`src/rtl/bridge_1xn_pkg.sv`:
```
// Shared constants and helpers for the 1-to-N CPU data bridge.
// Holds XLEN, the confreg/sram windows and the unmapped-read default.
package bridge_1xn_pkg;

   localparam int XLEN = 32;
   localparam int ERR_CNT_W = 16;

   localparam logic [XLEN-1:0] SRAM_BASE = 32'h0000_0000;
   localparam logic [XLEN-1:0] SRAM_MASK = 32'hFFFF_0000;
   localparam logic [XLEN-1:0] CONF_BASE = 32'h1FAF_0000;
   localparam logic [XLEN-1:0] CONF_MASK = 32'hFFFF_0000;

   localparam logic [XLEN-1:0] MISS_RDATA_DEF = 32'h0000_0000;

   function automatic logic win_hit(
      input logic [XLEN-1:0] addr,
      input logic [XLEN-1:0] base,
      input logic [XLEN-1:0] mask
   );
      return (addr & mask) == (base & mask);
   endfunction

endpackage

```
`src/rtl/bridge_1xn_if.sv`:
```
// CPU data bus between the core and the bridge.
// The master drives the request; the bridge answers with read data.
interface bridge_1xn_if;
   import bridge_1xn_pkg::*;

   logic            cpu_data_en;
   logic [3:0]      cpu_data_wen;
   logic [XLEN-1:0] cpu_data_addr;
   logic [XLEN-1:0] cpu_data_wdata;
   logic [XLEN-1:0] cpu_data_rdata;

   modport master (
      output cpu_data_en,
      output cpu_data_wen,
      output cpu_data_addr,
      output cpu_data_wdata,
      input  cpu_data_rdata
   );

   modport slave (
      input  cpu_data_en,
      input  cpu_data_wen,
      input  cpu_data_addr,
      input  cpu_data_wdata,
      output cpu_data_rdata
   );

endinterface

```
`src/rtl/bridge_1xn_addr_decode.sv`:
```
// Combinational priority address decoder for the bridge.
// Produces a one-hot window (lowest index wins) and a miss flag.
module addr_decode
   import bridge_1xn_pkg::*;
#(
   parameter int                     N_SLV    = 2,
   parameter logic [N_SLV*XLEN-1:0]  SLV_BASE = {CONF_BASE, SRAM_BASE},
   parameter logic [N_SLV*XLEN-1:0]  SLV_MASK = {CONF_MASK, SRAM_MASK}
) (
   input  logic [XLEN-1:0]  addr,
   output logic [N_SLV-1:0] win,
   output logic             miss
);

   // scan high to low so the lowest matching index is the last to claim
   always_comb begin
      win  = '0;
      miss = 1'b1;
      for (int i = N_SLV - 1; i >= 0; i--) begin
         if (win_hit(addr, SLV_BASE[i*XLEN +: XLEN],
                     SLV_MASK[i*XLEN +: XLEN])) begin
            win    = '0;
            win[i] = 1'b1;
            miss   = 1'b0;
         end
      end
   end

endmodule

```
`src/rtl/bridge_1xn.sv`:
```
// 1-to-N CPU data bridge with one-cycle read return and miss capture.
// Optional miss capture is built when BRIDGE_ERR_CAPTURE_EN is defined.
module bridge_1xn
   import bridge_1xn_pkg::*;
#(
   parameter int                     N_SLV      = 2,
   parameter logic [N_SLV*XLEN-1:0]  SLV_BASE   = {CONF_BASE, SRAM_BASE},
   parameter logic [N_SLV*XLEN-1:0]  SLV_MASK   = {CONF_MASK, SRAM_MASK},
   parameter logic [XLEN-1:0]        MISS_RDATA = MISS_RDATA_DEF
) (
   input  logic                    clk,
   input  logic                    reset,
   bridge_1xn_if.slave             cpu,
   output logic [N_SLV-1:0]        slv_en,
   output logic [4*N_SLV-1:0]      slv_wen,
   output logic [XLEN*N_SLV-1:0]   slv_addr,
   output logic [XLEN*N_SLV-1:0]   slv_wdata,
   input  logic [XLEN*N_SLV-1:0]   slv_rdata,
   input  logic                    err_clr,
   output logic                    err_valid,
   output logic [XLEN-1:0]         err_addr,
   output logic [ERR_CNT_W-1:0]    err_cnt
);

   localparam int SEL_W = N_SLV + 1;

   logic [N_SLV-1:0] win;
   logic             miss;
   logic [SEL_W-1:0] sel_q;

   addr_decode #(
      .N_SLV    (N_SLV),
      .SLV_BASE (SLV_BASE),
      .SLV_MASK (SLV_MASK)
   ) u_dec (
      .addr (cpu.cpu_data_addr),
      .win  (win),
      .miss (miss)
   );

   assign slv_addr  = {N_SLV{cpu.cpu_data_addr}};
   assign slv_wdata = {N_SLV{cpu.cpu_data_wdata}};

   // route enable and byte enables to the single winning slave
   always_comb begin
      slv_en  = '0;
      slv_wen = '0;
      for (int i = 0; i < N_SLV; i++) begin
         slv_en[i]        = cpu.cpu_data_en & win[i];
         slv_wen[i*4 +: 4] = win[i] ? cpu.cpu_data_wen : 4'h0;
      end
   end

   // remember which slave answers next cycle; miss is the top bit
   always_ff @(posedge clk or negedge reset) begin
      if (!reset)
         sel_q <= SEL_W'(1);
      else if (cpu.cpu_data_en)
         sel_q <= {miss, win};
   end

   // return the selected slave's data, or the miss pattern
   always_comb begin
      cpu.cpu_data_rdata = MISS_RDATA;
      if (!sel_q[N_SLV]) begin
         for (int i = 0; i < N_SLV; i++) begin
            if (sel_q[i])
               cpu.cpu_data_rdata = slv_rdata[i*XLEN +: XLEN];
         end
      end
   end

`ifdef BRIDGE_ERR_CAPTURE_EN
   logic miss_hit;
   assign miss_hit = cpu.cpu_data_en & miss;

   // sticky miss capture; a fresh miss outranks a same-cycle clear
   always_ff @(posedge clk or negedge reset) begin
      if (!reset) begin
         err_valid <= 1'b0;
         err_addr  <= '0;
         err_cnt   <= '0;
      end else if (miss_hit) begin
         err_valid <= 1'b1;
         if (err_clr || !err_valid)
            err_addr <= cpu.cpu_data_addr;
         if (err_clr)
            err_cnt <= ERR_CNT_W'(1);
         else if (err_cnt != {ERR_CNT_W{1'b1}})
            err_cnt <= err_cnt + ERR_CNT_W'(1);
      end else if (err_clr) begin
         err_valid <= 1'b0;
         err_addr  <= '0;
         err_cnt   <= '0;
      end
   end
`else
   logic unused_err_clr;
   assign unused_err_clr = err_clr;
   assign err_valid = 1'b0;
   assign err_addr  = '0;
   assign err_cnt   = '0;
`endif

endmodule

```
`src/flat_wrapper.sv`:
```
// flat-port wrapper written by rule: the top's interface ports become plain ports
module bridge_1xn_flat import bridge_1xn_pkg::*;
#(
   parameter int                     N_SLV      = 2,
   parameter logic [N_SLV*XLEN-1:0]  SLV_BASE   = {CONF_BASE, SRAM_BASE},
   parameter logic [N_SLV*XLEN-1:0]  SLV_MASK   = {CONF_MASK, SRAM_MASK},
   parameter logic [XLEN-1:0]        MISS_RDATA = MISS_RDATA_DEF
)
  (clk, reset, slv_en, slv_wen, slv_addr, slv_wdata, slv_rdata, err_clr, err_valid, err_addr, err_cnt, cpu_cpu_data_en, cpu_cpu_data_wen, cpu_cpu_data_addr, cpu_cpu_data_wdata, cpu_cpu_data_rdata);
  bridge_1xn_if cpu_i ();
  input  logic clk;
  input  logic reset;
  output logic [N_SLV-1:0] slv_en;
  output logic [4*N_SLV-1:0] slv_wen;
  output logic [XLEN*N_SLV-1:0] slv_addr;
  output logic [XLEN*N_SLV-1:0] slv_wdata;
  input  logic [XLEN*N_SLV-1:0] slv_rdata;
  input  logic err_clr;
  output logic err_valid;
  output logic [XLEN-1:0] err_addr;
  output logic [ERR_CNT_W-1:0] err_cnt;
  input wire logic [$bits(cpu_i.cpu_data_en)-1:0] cpu_cpu_data_en;
  input wire logic [$bits(cpu_i.cpu_data_wen)-1:0] cpu_cpu_data_wen;
  input wire logic [$bits(cpu_i.cpu_data_addr)-1:0] cpu_cpu_data_addr;
  input wire logic [$bits(cpu_i.cpu_data_wdata)-1:0] cpu_cpu_data_wdata;
  output wire logic [$bits(cpu_i.cpu_data_rdata)-1:0] cpu_cpu_data_rdata;
  assign cpu_i.cpu_data_en = cpu_cpu_data_en;
  assign cpu_i.cpu_data_wen = cpu_cpu_data_wen;
  assign cpu_i.cpu_data_addr = cpu_cpu_data_addr;
  assign cpu_i.cpu_data_wdata = cpu_cpu_data_wdata;
  assign cpu_cpu_data_rdata = cpu_i.cpu_data_rdata;
  bridge_1xn #(.N_SLV(N_SLV), .SLV_BASE(SLV_BASE), .SLV_MASK(SLV_MASK), .MISS_RDATA(MISS_RDATA)) u_core (.clk(clk), .reset(reset), .cpu(cpu_i), .slv_en(slv_en), .slv_wen(slv_wen), .slv_addr(slv_addr), .slv_wdata(slv_wdata), .slv_rdata(slv_rdata), .err_clr(err_clr), .err_valid(err_valid), .err_addr(err_addr), .err_cnt(err_cnt));
endmodule
```
`config.mk`:
```
export PLATFORM = sky130hd
export DESIGN_NAME = bridge_1xn_flat
export DESIGN_NICKNAME = d
export VERILOG_FILES = /design/src/rtl/bridge_1xn_pkg.sv /design/src/rtl/bridge_1xn_if.sv /design/src/rtl/bridge_1xn_addr_decode.sv /design/src/rtl/bridge_1xn.sv /design/src/flat_wrapper.sv
export SDC_FILE = /design/constraint.sdc
export NUM_CORES = 1
export LEC_CHECK = 0
export ABC_AREA = 1
export ABC_CLOCK_PERIOD_IN_PS = 1700
export CAP_MARGIN = 25
export CORE_AREA = 5 5 136 138
export DETAILED_ROUTE_END_ITERATION = 12
export DIE_AREA = 0 0 141 143
export PLACE_DENSITY = 0.55
export SLEW_MARGIN = 10
export SYNTH_ARGS = -nofsm -noshare
export SYNTH_HDL_FRONTEND = slang
export SYNTH_SLANG_ARGS = --single-unit
```
`constraint.sdc`:
```
create_clock -name clk -period 1.7 [get_ports clk]
set_input_delay 0.34 -clock clk [delete_from_list [all_inputs] [get_ports clk]]
set_output_delay 0.34 -clock clk [all_outputs]
set_load 0.01 [all_outputs]
```
==> qor.txt <==
outcome: finished, violations left
violated checks: setup timing
worst-skew pair later-pin latency: 0.22 ns
synth warn: 0
Synth Area in Compound Gates: 7.670%
Simple-Gate Fraction of Synth Area: 21.32%
ANT cells: 0
max reg flops: 3
first-pass detailed-route iteration total: 4
initial antenna violation count: 0
Top Registers: u_core.sel_q: 3 flops
P&R area growth vs syn: 58.05%
Mapped Avg Cell Area: 6.100 um^2
antenna-violating nets left: 0
Initial Util: 12.62%
IO Port Bufs: 160
# H-tree levels: 1
GP Congestion: 0.7547
fmax: 520.2 MHz
most frequent CP cell: buf_8
drt via density: 3.295
FF+latch count, synth: 3
Pwr Density: 277.3 nW/um^2
Largest Register: u_core.sel_q
Final TNS setup: -4.766 ns
top cell family by delay on the critical path: flip-flops
max-slew violations: 0
synth unique cells: 15
Post-DP HPWL: 6.837 mm
number of max-cap violations: 0
CP startpoint: u_core.sel_q[0]$_DFFE_PN1P_
period utilization: 113.1%
grt total ovfl: 0
largest family of logic cells by synthesized area: buffers and inverters
Setup Skew: 0 ns
Max Buffers Root-to-Sink: 2
power consumption: 0.0009438 W
worst-case vdd ir drop: 180.3 uV
Setup crit end kind: output pin
largest cells by area after synthesis: buf_4 (62%), nand2_1 (15%), a21oi_1 (7.4%), nor2_1 (4.5%), dfrtp_1 (2.3%)
largest net degree at the start of global routing: 17
min Tclk post-route: 1.922 ns
Synth Area in XOR/XNOR: 0%
Setup-failing EPs final: 32
Clock Pin Slew Worst Setup and Hold Paths: 0.03 ns
fin area: 3403 um^2
largest area contributor in the netlist: buf_4
mux cell area share after synthesis: 0%
RSZ-0062 raised after global routing: true
layout cell share with drive strength beyond 1: 38.53%
CP bufs+invs: 5
HP Class: input port to asynchronous set/reset pin
vias in the first global route: 2324
Fin. Hold Viols: 0
TritonCTS clock tree: built
# DRC: 0
arrival time at the worst endpoint: 1.58 ns
Gate Count Post-Synth: 353
Post-Route WL: 8.600 mm
Startpoint Class: flop
Final Net Count: 573
Placed Cells: 639
Ports: 355
hold_buf cts: 0
DR WL/cell: 13.01 um
Cell Area, Synth: 2153 um^2
slowest stage delay, CP: 0.54 ns
post-synthesis sequential area ratio: 3.544%
CTS root buf: clkbuf_16
die extent in x: 141 um
Site Rows: 48
Crit Path Category: flop to output pin
DRT iter0 DRCs: 17
total clock sinks: 3
worst r2r src: u_core.sel_q[1]$_DFFE_PN0P_
core area: 17060 um^2
Critical Path Slowest Stage Cell: dfstp_2
crit-path cells: inv_4 > nor2_8 > buf_12 > buf_8 > buf_8 > nand2_1 > a21oi_1 > buf_2
Non-Filler Instances: 661
CTS Buf Count: 3
Worst EP required: 1.36 ns
Leak: 1.516 nW
Total GRT Usage: 7.606%
adder-cell share of the synthesized area: 0%
Synth top area share: 61.71%
via count: 2178
Worst Setup Slack, final: -0.2223 ns
die area: 20160 um^2
CP max FO: 7
first-pass GRT wire length: 12.13 mm
area of placed instances: 3158 um^2
Die H: 143 um
Layout Utilization: 19.95%
[what timing repair did]
action                     CTS  global route
gates resized for setup    199            67
gates cloned                 2             0
pin swaps                   14            22
setup endpoints to repair   74            42
buffers inserted            16             0
[through the flow]
stage	hold slack [ns]	setup WS, ns
global placement	0.4588	-0.7082
floorplan	0.04441	0.2731
finish	0.3133	-0.2223
global route	0.3206	-0.3133
CTS	0.3135	-0.2845
detailed placement	0.4608	-0.7473
[Yosys cell counts]
library cell / n
inv_1: 12
buf_6: 4
conb_1: 1
dfrtp_1: 2
o21ai_1: 1
nand4_1: 1
buf_4: 177
a21oi_1: 32
nor2_8: 1
dfstp_2: 1
buf_2: 3
nor2_1: 26
clkbuf_1: 4
nand3_1: 4
nand2_1: 84
[path summary, 6_finish.rpt]
| path | to | slack [ns] | cells past startpoint |
|---|---|---|---|
| max in group asynchronous | u_core.sel_q[0]$_DFFE_PN1P_ | 1.16 | 1 |
| worst min-delay path | u_core.sel_q[1]$_DFFE_PN0P_ | 0.31 | 1 |
| worst max register to register | u_core.sel_q[1]$_DFFE_PN0P_ | 0.88 | 3 |
| min in group clk | u_core.sel_q[0]$_DFFE_PN1P_ | 0.48 | 2 |
| worst max-delay path | cpu_cpu_data_rdata[10] | -0.22 | 8 |
| worst min register to register | u_core.sel_q[0]$_DFFE_PN1P_ | 0.48 | 2 |
[report_power, final]
part / switching (W) / total (W) / internal, W
Clock: 0.0000611 / 0.000370 / 0.000309
Sequential: 0.00000181 / 0.0000755 / 0.0000737
Combinational: 0.000201 / 0.000498 / 0.000297
[area by class of cell]
class,count,area (um^2)
multi-input cells,198,992.2
well taps,225,281.5
fillers,1960,13650
repair buffers,219,1927
flip-flops and latches,3,76.32
inverters,12,47.55
clock buffers,4,78.83
[cells by family after synthesis]
| logic type | after synthesis |
|---|---|
| other cells | 1 |
| simple gates | 116 |
| buf+inv | 200 |
| compound gates | 33 |
| flops | 3 |
[metal layers]
| layer | part of all wire [%] | track usage (%) | vias up |
|---|---|---|---|
| met5 | 0 | 0 | - |
| met4 | 4.8 | 4.437 | 0 |
| met3 | 18 | 5.358 | 36 |
| met2 | 46 | 12.68 | 218 |
| met1 | 32 | 6.798 | 906 |
| li1 | - | - | 1018 |
[cell usage in the layout (no fill, tap or decap), drive strengths merged]
cell,instances
a21oi,32
buf,95
clkbuf,16
clkdlybuf4s15,7
clkdlybuf4s50,102
conb,49
dfrtp,2
dfstp,1
dlygate4sd2,3
inv,12
nand2,84
nand3,4
nand4,1
nor2,27
o21ai,1
Note: power is estimated with default switching activity, not from simulation.
